<file path="src/rtl/l1_trig_fifo.sv">
// l1_trig_fifo: L1 trigger register stage downstream of the trigger expander.
// Each accepted trigger is stamped with (BCID - Latency) and a running L1 ID,
// then queued for the readout controller (valid/ack handshake).
// Optional build macro TMR_EN: triplicates all control state (BCID/L1ID
// counters, pointers, count, drop counter) with 2-of-3 voting and scrubbing.
// The storage array is intentionally not reset; only pointers qualify it.
module l1_trig_fifo #(
  parameter int DEPTH  = 16,
  parameter int BCID_W = 8,
  parameter int L1ID_W = 5,
  parameter int DROP_W = 8
) (
  input  logic              Clk,
  input  logic              Reset,
  input  logic              Trig_In,
  input  logic [BCID_W-1:0] Latency,
  input  logic              Bcr,
  input  logic              Ecr,
  output logic              L1_Reg_Full,
  output logic              Trig_Valid,
  output logic [BCID_W-1:0] Trig_Bcid,
  output logic [L1ID_W-1:0] Trig_L1id,
  input  logic              Trig_Ack,
  output logic [DROP_W-1:0] Drop_Cnt,
  output logic              Empty
);

  localparam int PTR_W = (DEPTH > 1) ? $clog2(DEPTH) : 1;
  localparam int CNT_W = PTR_W + 1;
  localparam int ENT_W = BCID_W + L1ID_W;
  localparam int ST_W  = BCID_W + L1ID_W + 2 * PTR_W + CNT_W + DROP_W;

  localparam logic [BCID_W-1:0] BCID_ONE  = BCID_W'(1);
  localparam logic [L1ID_W-1:0] L1ID_ONE  = L1ID_W'(1);
  localparam logic [PTR_W-1:0]  PTR_ONE   = PTR_W'(1);
  localparam logic [CNT_W-1:0]  CNT_ONE   = CNT_W'(1);
  localparam logic [CNT_W-1:0]  CNT_ZERO  = CNT_W'(0);
  localparam logic [CNT_W-1:0]  CNT_FULL  = CNT_W'(DEPTH);
  localparam logic [DROP_W-1:0] DROP_ONE  = DROP_W'(1);
  localparam logic [DROP_W-1:0] DROP_SAT  = {DROP_W{1'b1}};

  // Current (voted, in TMR builds) control state, unpacked
  logic [ST_W-1:0]   st_v_s;
  logic [BCID_W-1:0] bcid_s;
  logic [L1ID_W-1:0] l1id_s;
  logic [PTR_W-1:0]  wptr_s;
  logic [PTR_W-1:0]  rptr_s;
  logic [CNT_W-1:0]  cnt_s;
  logic [DROP_W-1:0] dropcnt_s;

  // Next-state fields and packed next state
  logic [BCID_W-1:0] bcid_d;
  logic [L1ID_W-1:0] l1id_d;
  logic [PTR_W-1:0]  wptr_d;
  logic [PTR_W-1:0]  rptr_d;
  logic [CNT_W-1:0]  cnt_d;
  logic [DROP_W-1:0] dropcnt_d;
  logic [ST_W-1:0]   st_d;

  // Event decode
  logic              full_s;
  logic              empty_s;
  logic              wr_s;
  logic              drop_evt_s;
  logic              pop_s;
  logic [BCID_W-1:0] ts_s;
  logic [ENT_W-1:0]  head_s;

  logic [ENT_W-1:0]  mem_q [DEPTH];

`ifdef TMR_EN
  logic [ST_W-1:0] st_q [3];

  function automatic logic [ST_W-1:0] maj3(input logic [ST_W-1:0] a,
                                            input logic [ST_W-1:0] b,
                                            input logic [ST_W-1:0] c);
    return (a & b) | (a & c) | (b & c);
  endfunction

  assign st_v_s = maj3(st_q[0], st_q[1], st_q[2]);

  // Triplicated state: every copy reloads from the voted next state (scrub)
  always_ff @(posedge Clk or negedge Reset) begin
    if (!Reset) begin
      for (int i = 0; i < 3; i++) begin
        st_q[i] <= {ST_W{1'b0}};
      end
    end else begin
      for (int i = 0; i < 3; i++) begin
        st_q[i] <= st_d;
      end
    end
  end
`else
  logic [ST_W-1:0] st_q;

  assign st_v_s = st_q;

  // Single-copy control state register
  always_ff @(posedge Clk or negedge Reset) begin
    if (!Reset) begin
      st_q <= {ST_W{1'b0}};
    end else begin
      st_q <= st_d;
    end
  end
`endif

  assign {bcid_s, l1id_s, wptr_s, rptr_s, cnt_s, dropcnt_s} = st_v_s;
  assign st_d = {bcid_d, l1id_d, wptr_d, rptr_d, cnt_d, dropcnt_d};

  // Fullness/emptiness come from the registered (pre-edge) count only
  assign full_s     = (cnt_s == CNT_FULL);
  assign empty_s    = (cnt_s == CNT_ZERO);
  assign wr_s       = Trig_In & ~Ecr & ~full_s;
  assign drop_evt_s = Trig_In & ~Ecr & full_s;
  assign pop_s      = Trig_Ack & ~Ecr & ~empty_s;
  assign ts_s       = bcid_s - Latency;

  // Next-state logic for counters, pointers, occupancy and drop counter
  always_comb begin
    bcid_d    = bcid_s;
    l1id_d    = l1id_s;
    wptr_d    = wptr_s;
    rptr_d    = rptr_s;
    cnt_d     = cnt_s;
    dropcnt_d = dropcnt_s;

    if (Bcr) begin
      bcid_d = {BCID_W{1'b0}};
    end else begin
      bcid_d = bcid_s + BCID_ONE;
    end

    if (Ecr) begin
      l1id_d    = {L1ID_W{1'b0}};
      wptr_d    = {PTR_W{1'b0}};
      rptr_d    = {PTR_W{1'b0}};
      cnt_d     = CNT_ZERO;
      dropcnt_d = {DROP_W{1'b0}};
    end else begin
      if (wr_s) begin
        wptr_d = wptr_s + PTR_ONE;
        l1id_d = l1id_s + L1ID_ONE;
      end else begin
        wptr_d = wptr_s;
        l1id_d = l1id_s;
      end

      if (pop_s) begin
        rptr_d = rptr_s + PTR_ONE;
      end else begin
        rptr_d = rptr_s;
      end

      if (wr_s && !pop_s) begin
        cnt_d = cnt_s + CNT_ONE;
      end else if (!wr_s && pop_s) begin
        cnt_d = cnt_s - CNT_ONE;
      end else begin
        cnt_d = cnt_s;
      end

      if (drop_evt_s && (dropcnt_s != DROP_SAT)) begin
        dropcnt_d = dropcnt_s + DROP_ONE;
      end else begin
        dropcnt_d = dropcnt_s;
      end
    end
  end

  // Entry storage: written on accepted triggers, never reset
  always_ff @(posedge Clk) begin
    if (wr_s) begin
      mem_q[wptr_s] <= {ts_s, l1id_s};
    end
  end

  // Head entry is masked to zero while nothing valid is queued
  assign head_s      = empty_s ? {ENT_W{1'b0}} : mem_q[rptr_s];
  assign Trig_Bcid   = head_s[ENT_W-1:L1ID_W];
  assign Trig_L1id   = head_s[L1ID_W-1:0];
  assign Trig_Valid  = ~empty_s;
  assign Empty       = empty_s;
  assign L1_Reg_Full = full_s;
  assign Drop_Cnt    = dropcnt_s;

endmodule
</file>
<file path="config.mk">
export PLATFORM = sky130hd
export DESIGN_NAME = l1_trig_fifo
export DESIGN_NICKNAME = d
export VERILOG_FILES = /design/src/rtl/l1_trig_fifo.sv
export SDC_FILE = /design/constraint.sdc
export NUM_CORES = 1
export LEC_CHECK = 0
export CORE_ASPECT_RATIO = 0.9
export CORE_UTILIZATION = 45
export CTS_BUF_LIST = sky130_fd_sc_hd__clkbuf_16
export DETAILED_ROUTE_END_ITERATION = 6
export PLACE_DENSITY = 0.58
export SETUP_SLACK_MARGIN = 0.05
export SLEW_MARGIN = 20
export SYNTH_ARGS = -nofsm -noshare
export SYNTH_HDL_FRONTEND = slang
export SYNTH_SLANG_ARGS = --single-unit
</file>
<file path="constraint.sdc">
create_clock -name Clk -period 3.8 [get_ports Clk]
set_input_delay 0.76 -clock Clk [delete_from_list [all_inputs] [get_ports Clk]]
set_output_delay 0.76 -clock Clk [all_outputs]
set_load 0.005 [all_outputs]
</file>
==> results of run 1 <==
[final cells by class]
| cell class | count | area, um^2 | share of cell area |
|---|---|---|---|
| clock buffers | 27 | 676 | 0.0557 |
| inverters | 17 | 63.8 | 0.00526 |
| clock inverters | 21 | 282 | 0.0232 |
| well taps | 291 | 364 | 0.0300 |
| flip-flops and latches | 242 | 7100 | 0.585 |
| repair buffers | 74 | 693 | 0.0571 |
| multi-input cells | 282 | 2950 | 0.243 |
[registers in the layout, indices dropped and copies added (netlist names)]
register and cells:
mem_q 208, st_q 34
[cells in the final DEF (no fill, tap or decap), types with 3 or more instances in the layout]
cell type / n
sky130_fd_sc_hd__nand3_1: 10
sky130_fd_sc_hd__clkbuf_16: 27
sky130_fd_sc_hd__a21oi_1: 9
sky130_fd_sc_hd__nand2_1: 16
sky130_fd_sc_hd__xnor2_2: 3
sky130_fd_sc_hd__o22ai_1: 13
sky130_fd_sc_hd__nand4_1: 4
sky130_fd_sc_hd__nand2b_1: 4
sky130_fd_sc_hd__buf_4: 33
sky130_fd_sc_hd__buf_12: 4
sky130_fd_sc_hd__clkinv_2: 4
sky130_fd_sc_hd__dfrtp_1: 32
sky130_fd_sc_hd__and3_1: 4
sky130_fd_sc_hd__and2_1: 13
sky130_fd_sc_hd__clkinv_1: 4
sky130_fd_sc_hd__bufinv_16: 7
sky130_fd_sc_hd__xor2_1: 15
sky130_fd_sc_hd__mux4_2: 52
sky130_fd_sc_hd__nor2_1: 34
sky130_fd_sc_hd__mux2i_1: 32
sky130_fd_sc_hd__and4_1: 5
sky130_fd_sc_hd__edfxtp_1: 208
sky130_fd_sc_hd__xnor2_1: 11
sky130_fd_sc_hd__o21ai_0: 4
sky130_fd_sc_hd__ha_1: 19
sky130_fd_sc_hd__clkdlybuf4s50_1: 36
sky130_fd_sc_hd__inv_1: 20
[logic make-up (layout without fill, tap and decap cells)]
group / after synthesis / count (layout)
muxes: 84 / 84
AOI/OAI and AO/OA: 41 / 41
and+or+nand+nor: 107 / 107
adders and majority gates: 21 / 21
DFF: 242 / 242
xor gates and xnor gates: 29 / 29
buffers and inverters: 49 / 139
[stage by stage]
stage / utilization / power (mW) / instances / cell area [um^2]
finish: 0.553 / 7.78 / 954 / 12100
floorplan: - / 4.33 / 573 / 10200
detailed placement: 0.505 / 5.01 / 899 / 11100
global route: 0.553 / 8.12 / 954 / 12100
CTS: 0.548 / 7.78 / 947 / 12000
global placement: 0.505 / 4.97 / 899 / 11100
[per-layer routing]
metal	vias to the layer above	share of wire	global-route usage
li1	2385	-	-
met1	2712	0.44	0.266
met2	146	0.48	0.301
met3	29	0.064	0.0346
met4	0	0.015	0.0481
met5	-	0	0
[path summary, 6_finish.rpt]
check / start / endpoint / slack [ps]
worst max-delay path: st_q[8] / Trig_Bcid[5] / 240
worst min-delay path: Reset / st_q[11] / 320
worst max register to register: st_q[8] / st_q[12] / 970
worst min register to register: st_q[26] / st_q[26] / 500
max in group asynchronous: Reset / st_q[13] / 2910
min in group Clk: st_q[26] / st_q[26] / 500
[repair_timing]
item	4_1_cts	5_1_grt
resized for setup	2	2
cloned	0	0
buffers inserted	0	7
endpoints found under the setup margin	13	10
[power groups by stage]
stage	clock network, mW	logic (mW)	registers [mW]
finish	2.77	1.81	3.20
global route	2.92	1.98	3.22
CTS	2.81	1.72	3.24
detailed placement	0	1.71	3.29
global placement	0	1.69	3.28
floorplan	0	1.18	3.15
==> results_tabular.tex, run 1 <==
\begin{tabular}{lr}
\hline
Metric & Value \\
\hline
\multicolumn{2}{l}{\textbf{Placement}} \\
\quad Last weighted congestion value of the routability-driven placer & $\sim$0.79 \\
\quad Port Buffers & 37 \\
\quad Pre-CTS WS & a little under 400 ps \\
\quad Placed wire-length estimate & about 13000 um \\
\multicolumn{2}{l}{\textbf{Timing}} \\
\quad Final critical-path share of the clock period & 0.937 \\
\quad Final count of pins violating max slew & 0 \\
\quad Worst slew margin relative to its limit & 0.333 \\
\quad Final setup vio count & 0 \\
\quad Highest achievable clock rate & approximately 280 MHz \\
\quad Final Hold Viols & 0 \\
\quad Unrepaired setup endpoints after global routing & false \\
\quad Fin crit period & between 3000 and 4000 ps \\
\quad Clock skew & 14.4 ps \\
\quad Total negative slack & 0 ps \\
\quad Final hold slack & 323 ps \\
\quad Least-Margin Pin Slew & 997 ps \\
\quad Min setup slack post-route & about 240 ps \\
\multicolumn{2}{l}{\textbf{Global route}} \\
\quad Overall fraction of global-route tracks in use & 0.188 \\
\quad Number of global-route vias before repair & 5551 \\
\quad Maximum number of pins on one net before global-route repair & 35 \\
\quad Congestion Overflow GR & 0 \\
\quad Global-route wire length before repair & roughly 33000 um \\
\quad Antenna violations before repair & 0 \\
\multicolumn{2}{l}{\textbf{Worst setup path}} \\
\quad Crit path depth & 5 \\
\quad Category of cells accounting for the largest share of critical-path delay & simple AND/OR/NAND/NOR gates \\
\quad Crit path DAT & around 2800 ps \\
\quad Series of cell instances along the critical path & nor4\_4, nand2b\_1, nand2b\_4, o22ai\_1, clkdlybuf4s50\_1 \\
\quad Largest stage delay, worst path & 500 ps \\
\quad Worst path slowest cell & sky130\_fd\_sc\_hd\_\_clkdlybuf4s50\_1 \\
\quad Type of element launching the critical path & flip-flop \\
\quad Buf/Inv on CP & 1 \\
\quad Element type at the critical path end & primary output \\
\quad Worst Path Max Fanout & 13 \\
\quad CP Data Required Time & around 3000 ps \\
\quad Cells on worst reg2reg path & 8 \\
\quad Start-to-end type of the worst setup path & flip-flop to primary output \\
\multicolumn{2}{l}{\textbf{Die}} \\
\quad Std-Cell Core Area & around 22000 um\^{}2 \\
\quad Total Die Area & about 23000 um\^{}2 \\
\quad I/O Pins & 38 \\
\quad Vert. Die Dim & between 100 and 150 um \\
\quad Site row count & 51 \\
\quad Effective utilization at floorplan & 0.467 \\
\quad Floorplan die width & around 160 um \\
\multicolumn{2}{l}{\textbf{Power and ir drop}} \\
\quad Portion of total power attributed to sequential cells & 0.411 \\
\quad Cell leakage power & about 4.2 nW \\
\quad Clock network fraction of design power & 0.355 \\
\quad Largest voltage drop on the vdd net & 0.338 mV \\
\quad Switching pwr & 2.01 mW \\
\quad Combinational power share & 0.233 \\
\quad Fraction of power spent switching nets & 0.258 \\
\quad Power density of the placed cells & about 640 nW/um\^{}2 \\
\quad Internal cell power & 5.78 mW \\
\multicolumn{2}{l}{\textbf{Cells and area}} \\
\quad Share of cells above drive strength 1 & 0.220 \\
\quad Area delta synth->final & 18.5\% \\
\quad Number of diodes & 0 \\
\quad Final layout net count & approximately 680 \\
\quad Number of fill cells in the layout & roughly 1700 \\
\multicolumn{2}{l}{\textbf{Routing}} \\
\quad DR vias & about 5300 \\
\quad Aggregate routed wire length & 21300 um \\
\quad Count of nets left with antenna violations after detail routing & 0 \\
\quad Mean routed wirelength per cell & $\sim$22 um \\
\quad Detailed-route vias per instance & between 5 and 6 \\
\quad Total DRC errors in the routed layout & 0 \\
\quad Number of violations reported at the end of detailed-routing iteration 0 & around 370 \\
\quad Length of the first detailed-routing pass in iterations & 4 \\
\multicolumn{2}{l}{\textbf{Clock tree}} \\
\quad CTS root buffer & sky130\_fd\_sc\_hd\_\_clkbuf\_16 \\
\quad Later-pin clock latency in the skew report & $\sim$520 ps \\
\quad Maximum root-to-sink buffer count & 3 \\
\quad Sink Count & about 240 \\
\quad Clock-pin slew on the worst setup and hold paths & roughly 60 ps \\
\quad Cts hold-fix bufs & 0 \\
\quad Clock tree from TritonCTS & yes \\
\quad H-tree depth reported by CTS & 1 \\
\quad Clock buffers created by TritonCTS & 26 \\
\multicolumn{2}{l}{\textbf{Yosys}} \\
\quad Dominant combinational cell family by area after synthesis & multiplexers \\
\quad Cell types occupying the most area after synthesis & sky130\_fd\_sc\_hd\_\_edfxtp\_1, sky130\_fd\_sc\_hd\_\_mux4\_2, sky130\_fd\_sc\_hd\_\_dfrtp\_1 \\
\quad Post-synthesis share of cell area spent on full adders, half adders and majority gates & 0.0271 \\
\quad Count of cell types in the netlist & 47 \\
\quad FFs w/ async S/R, synth & 0.140 \\
\quad Top cell type by total area after synthesis & sky130\_fd\_sc\_hd\_\_edfxtp\_1 \\
\quad Share of Yosys cell area claimed by the top area cell type & 0.610 \\
\quad Post-Syn Area & between 10000 and 15000 um\^{}2 \\
\quad Post-synth EDFFs & roughly 210 \\
\quad Most common cell in the netlist & sky130\_fd\_sc\_hd\_\_edfxtp\_1 \\
\quad Post-synthesis register bit count & around 240 \\
\quad Count of mapped cells out of synthesis & roughly 570 \\
\quad Leading register cell type out of synthesis & sky130\_fd\_sc\_hd\_\_edfxtp\_1 \\
\quad Mean instance size in the synthesized netlist & $\sim$18 um\^{}2 \\
\quad Ranking of synthesized cells by instance count & sky130\_fd\_sc\_hd\_\_edfxtp\_1, sky130\_fd\_sc\_hd\_\_mux4\_2, sky130\_fd\_sc\_hd\_\_dfrtp\_1, sky130\_fd\_sc\_hd\_\_nor2\_1, sky130\_fd\_sc\_hd\_\_mux2i\_1 \\
\quad Parity-gate share of the synthesized area counting xor and xnor cells & 0.0248 \\
\quad Count of synthesis-stage warnings from yosys & 0 \\
\quad Area fraction in compound gates after synthesis & 0.0294 \\
\quad Sequential cell area fraction in the yosys report & 0.693 \\
\quad Post-synthesis simple-gate area fraction & 0.0578 \\
\quad Post-synthesis mux area share & 0.146 \\
\quad Synthesized net count & slightly above 600 \\
\multicolumn{2}{l}{\textbf{Run status}} \\
\quad Run status & complete, no violations \\
\multicolumn{2}{l}{\textbf{Min path}} \\
\quad Worst min-delay path category & primary input to asynchronous set/reset pin \\
\multicolumn{2}{l}{\textbf{Job}} \\
\quad Max-Cap Viols & 0 \\
\hline
\end{tabular}
Power figures use the tool's default switching activity.
==> run 2: changes to the inputs <==
==> constraint.sdc (replaced) <==
create_clock -name Clk -period 4.3 [get_ports Clk]
set_input_delay 0.86 -clock Clk [delete_from_list [all_inputs] [get_ports Clk]]
set_output_delay 0.86 -clock Clk [all_outputs]
set_load 0.005 [all_outputs]
==> results_tabular.tex, run 2 (synthesis results as in run 1) <==
\begin{tabular}{lr}
\hline
Metric & Value \\
\hline
\multicolumn{2}{l}{\textbf{Worst setup path}} \\
\quad Worst Path Max Fanout & 13 (unchanged) \\
\quad Crit path DAT & 3030 ps (+230 ps) \\
\quad Start-to-end type of the worst setup path & flip-flop to primary output \\
\quad Crit path capture & Trig\_L1id[0] \\
\quad Beginning of the worst register-to-register path & st\_q[8] \\
\quad Buf/Inv on CP & 1 (unchanged) \\
\quad Series of cell instances along the critical path & nor4\_4, nand2b\_1, nand2b\_1, o22ai\_1, clkdlybuf4s50\_1 \\
\quad Element type at the critical path end & primary output \\
\quad Cells on worst reg2reg path & 10 (+2) \\
\quad CP Data Required Time & 3440 ps (+400 ps) \\
\quad Reg2reg end & st\_q[12] \\
\quad R2r setup slk & 1530 ps (+560 ps) \\
\quad Worst path most repeated cell & sky130\_fd\_sc\_hd\_\_nand2b\_1 \\
\quad Category of cells accounting for the largest share of critical-path delay & simple AND/OR/NAND/NOR gates \\
\quad Type of element launching the critical path & flip-flop \\
\quad Worst path slowest cell & sky130\_fd\_sc\_hd\_\_nand2b\_1 \\
\quad Crit path depth & 5 (unchanged) \\
\quad Largest stage delay, worst path & 560 ps (+60 ps) \\
\quad Launching element of the worst setup path & st\_q[8] \\
\multicolumn{2}{l}{\textbf{Cells and area}} \\
\quad Top library cells by usage in the layout, fill and taps aside & sky130\_fd\_sc\_hd\_\_edfxtp\_1, sky130\_fd\_sc\_hd\_\_mux4\_2, sky130\_fd\_sc\_hd\_\_clkdlybuf4s50\_1, sky130\_fd\_sc\_hd\_\_nor2\_1 \\
\quad Final layout net count & 657 (-3.1\%) \\
\quad Number of diodes & 0 (unchanged) \\
\quad Most common library cell in the layout ignoring fill and taps & sky130\_fd\_sc\_hd\_\_edfxtp\_1 \\
\quad Area delta synth->final & 15.1\% \\
\quad Registers with the most flip-flops & mem\_q x208, st\_q x34 \\
\quad Core Util, Final & 0.537 (-0.0156) \\
\quad Number of flip-flops under the largest register name & 208 (unchanged) \\
\quad Share of cells above drive strength 1 & 0.184 (-0.0361) \\
\quad Largest register by flop count & mem\_q \\
\multicolumn{2}{l}{\textbf{Timing}} \\
\quad Highest achievable clock rate & about 260 MHz \\
\quad Clock skew & 6.69 ps (-7.66 ps) \\
\quad Total negative slack & 0 ps (unchanged) \\
\quad Final Hold Viols & 0 (unchanged) \\
\quad Final setup vio count & 0 (unchanged) \\
\quad Final hold slack & 420 ps (+97.9 ps) \\
\quad Final critical-path share of the clock period & 0.905 \\
\quad Fin crit period & 3890 ps \\
\quad Least-Margin Pin Slew & 1020 ps (+26.2 ps) \\
\quad Final count of pins violating max slew & 0 (unchanged) \\
\quad Worst slew margin relative to its limit & 0.318 (-0.0150) \\
\quad Unrepaired setup endpoints after global routing & false \\
\multicolumn{2}{l}{\textbf{Clock tree}} \\
\quad Clock tree from TritonCTS & yes \\
\quad Later-pin clock latency in the skew report & 520 ps (about the same) \\
\quad Number of instances resized during post-cts repair & 0 (-2) \\
\quad H-tree depth reported by CTS & 1 (unchanged) \\
\quad Clock-pin slew on the worst setup and hold paths & 60 ps (about the same) \\
\quad Clock buffers created by TritonCTS & 26 (unchanged) \\
\quad Setup bufs post-CTS & 0 (unchanged) \\
\quad Sink Count & 242 (unchanged) \\
\quad Cts hold-fix bufs & 0 (unchanged) \\
\quad Maximum root-to-sink buffer count & 3 (unchanged) \\
\quad CTS root buffer & sky130\_fd\_sc\_hd\_\_clkbuf\_16 \\
\multicolumn{2}{l}{\textbf{Power and ir drop}} \\
\quad Power density of the placed cells & 551 nW/um\^{}2 (-14\%) \\
\quad Cell leakage power & 4.00 nW (-4.7\%) \\
\quad Largest voltage drop on the vdd net & 0.313 mV (-7.2\%) \\
\multicolumn{2}{l}{\textbf{Routing}} \\
\quad Detailed-route vias per instance & 5.62 (+1.7\%) \\
\quad Count of nets left with antenna violations after detail routing & 0 (unchanged) \\
\quad Length of the first detailed-routing pass in iterations & 4 (unchanged) \\
\quad DR vias & 5239 (-0.63\%) \\
\quad Total DRC errors in the routed layout & 0 (unchanged) \\
\quad Number of violations reported at the end of detailed-routing iteration 0 & 337 (-8.2\%) \\
\quad Mean routed wirelength per cell & 23.2 um (+3.6\%) \\
\quad Aggregate routed wire length & 21600 um (+1.3\%) \\
\multicolumn{2}{l}{\textbf{Die}} \\
\quad Site row count & 51 (unchanged) \\
\quad Total Die Area & 23400 um\^{}2 (unchanged) \\
\quad Vert. Die Dim & 145 um (unchanged) \\
\quad I/O Pins & 38 (unchanged) \\
\quad Effective utilization at floorplan & 0.467 (unchanged) \\
\quad Floorplan die width & 161 um (unchanged) \\
\quad Std-Cell Core Area & 22000 um\^{}2 (unchanged) \\
\multicolumn{2}{l}{\textbf{Job}} \\
\quad Max-Cap Viols & 0 (unchanged) \\
\multicolumn{2}{l}{\textbf{Global route}} \\
\quad Global-route wire length before repair & 33700 um (+2.0\%) \\
\quad Maximum number of pins on one net before global-route repair & 35 (unchanged) \\
\quad Overall fraction of global-route tracks in use & 0.194 (+0.00590) \\
\quad Number of global-route vias before repair & 5595 (+0.79\%) \\
\quad Congestion Overflow GR & 0 (unchanged) \\
\quad Antenna violations before repair & 0 (unchanged) \\
\multicolumn{2}{l}{\textbf{Placement}} \\
\quad Port Buffers & 37 (unchanged) \\
\quad Placed wire-length estimate & 13100 um (-2.8\%) \\
\quad Last weighted congestion value of the routability-driven placer & 0.771 (-2.2\%) \\
\multicolumn{2}{l}{\textbf{Min path}} \\
\quad Worst min-delay path category & primary input to asynchronous set/reset pin \\
\multicolumn{2}{l}{\textbf{Run status}} \\
\quad Run status & complete, no violations \\
\hline
\end{tabular}
==> run 2: cell types whose count changed in the layout (fill, tap and decap cells not counted), sizes merged <==
| cell | delta |
|---|---|
| clkbuf | -1 |
| buf | -21 |
| inv | +1 |
| clkinvlp | +1 |
| clkinv | +2 |
| bufinv | -4 |
==> run 2: metal layers <==
metal / vias to the layer above / GRT usage / share of wire
met2: 127 / 0.315 / 0.48
met5: - / 0 / 0
li1: 2346 / - / -
met1: 2725 / 0.271 / 0.45
met3: 41 / 0.0306 / 0.043
met4: 0 / 0.0557 / 0.027
==> run 2: layout make-up <==
| cell class | instances | area [um^2] |
|---|---|---|
| timing repair buffer | 53 | 498 |
| clock inverter | 21 | 189 |
| inverter | 17 | 63.8 |
| tap | 291 | 364 |
| multi-input combinational | 282 | 2920 |
| fill | 1773 | 10200 |
| sequential | 242 | 7100 |
| clock buffer | 26 | 651 |
==> run 2: power by group <==
part	switching, mW	total [mW]	internal, mW
Sequential	0.170	2.85	2.68
Combinational	0.683	1.47	0.788
Clock	0.887	2.17	1.28
==> run 2: through the flow <==
step | area (um^2) | worst slack, ps | power [mW] | instances
2_1_floorplan | 10200 | 972 | 3.82 | 573
3_3_place_gp | 10900 | 778 | 4.37 | 885
3_5_place_dp | 11000 | 695 | 4.41 | 885
4_1_cts | 11800 | 361 | 6.57 | 932
5_1_grt | 11800 | 212 | 6.78 | 932
6_report | 11800 | 409 | 6.49 | 932
==> run 2: worst min path at each step <==
stage	end	slack, ps	cells after the start
after global placement	st_q[26]	470	1
after detailed placement	st_q[26]	480	1
after floorplan	st_q[26]	450	1
final	st_q[11]	420	1
after global routing	st_q[11]	490	1
after CTS	st_q[8]	460	1
==> run 2: worst reg2reg max path, delay by kind of cell (launching register included) <==
| kind | cells | cell delay (ps) |
|---|---|---|
| fa+ha+maj | 1 | 280 |
| flops | 1 | 470 |
| mux | 1 | 230 |
| buf+inv | 1 | 200 |
| compound gates | 5 | 800 |
| simple gates | 2 | 680 |
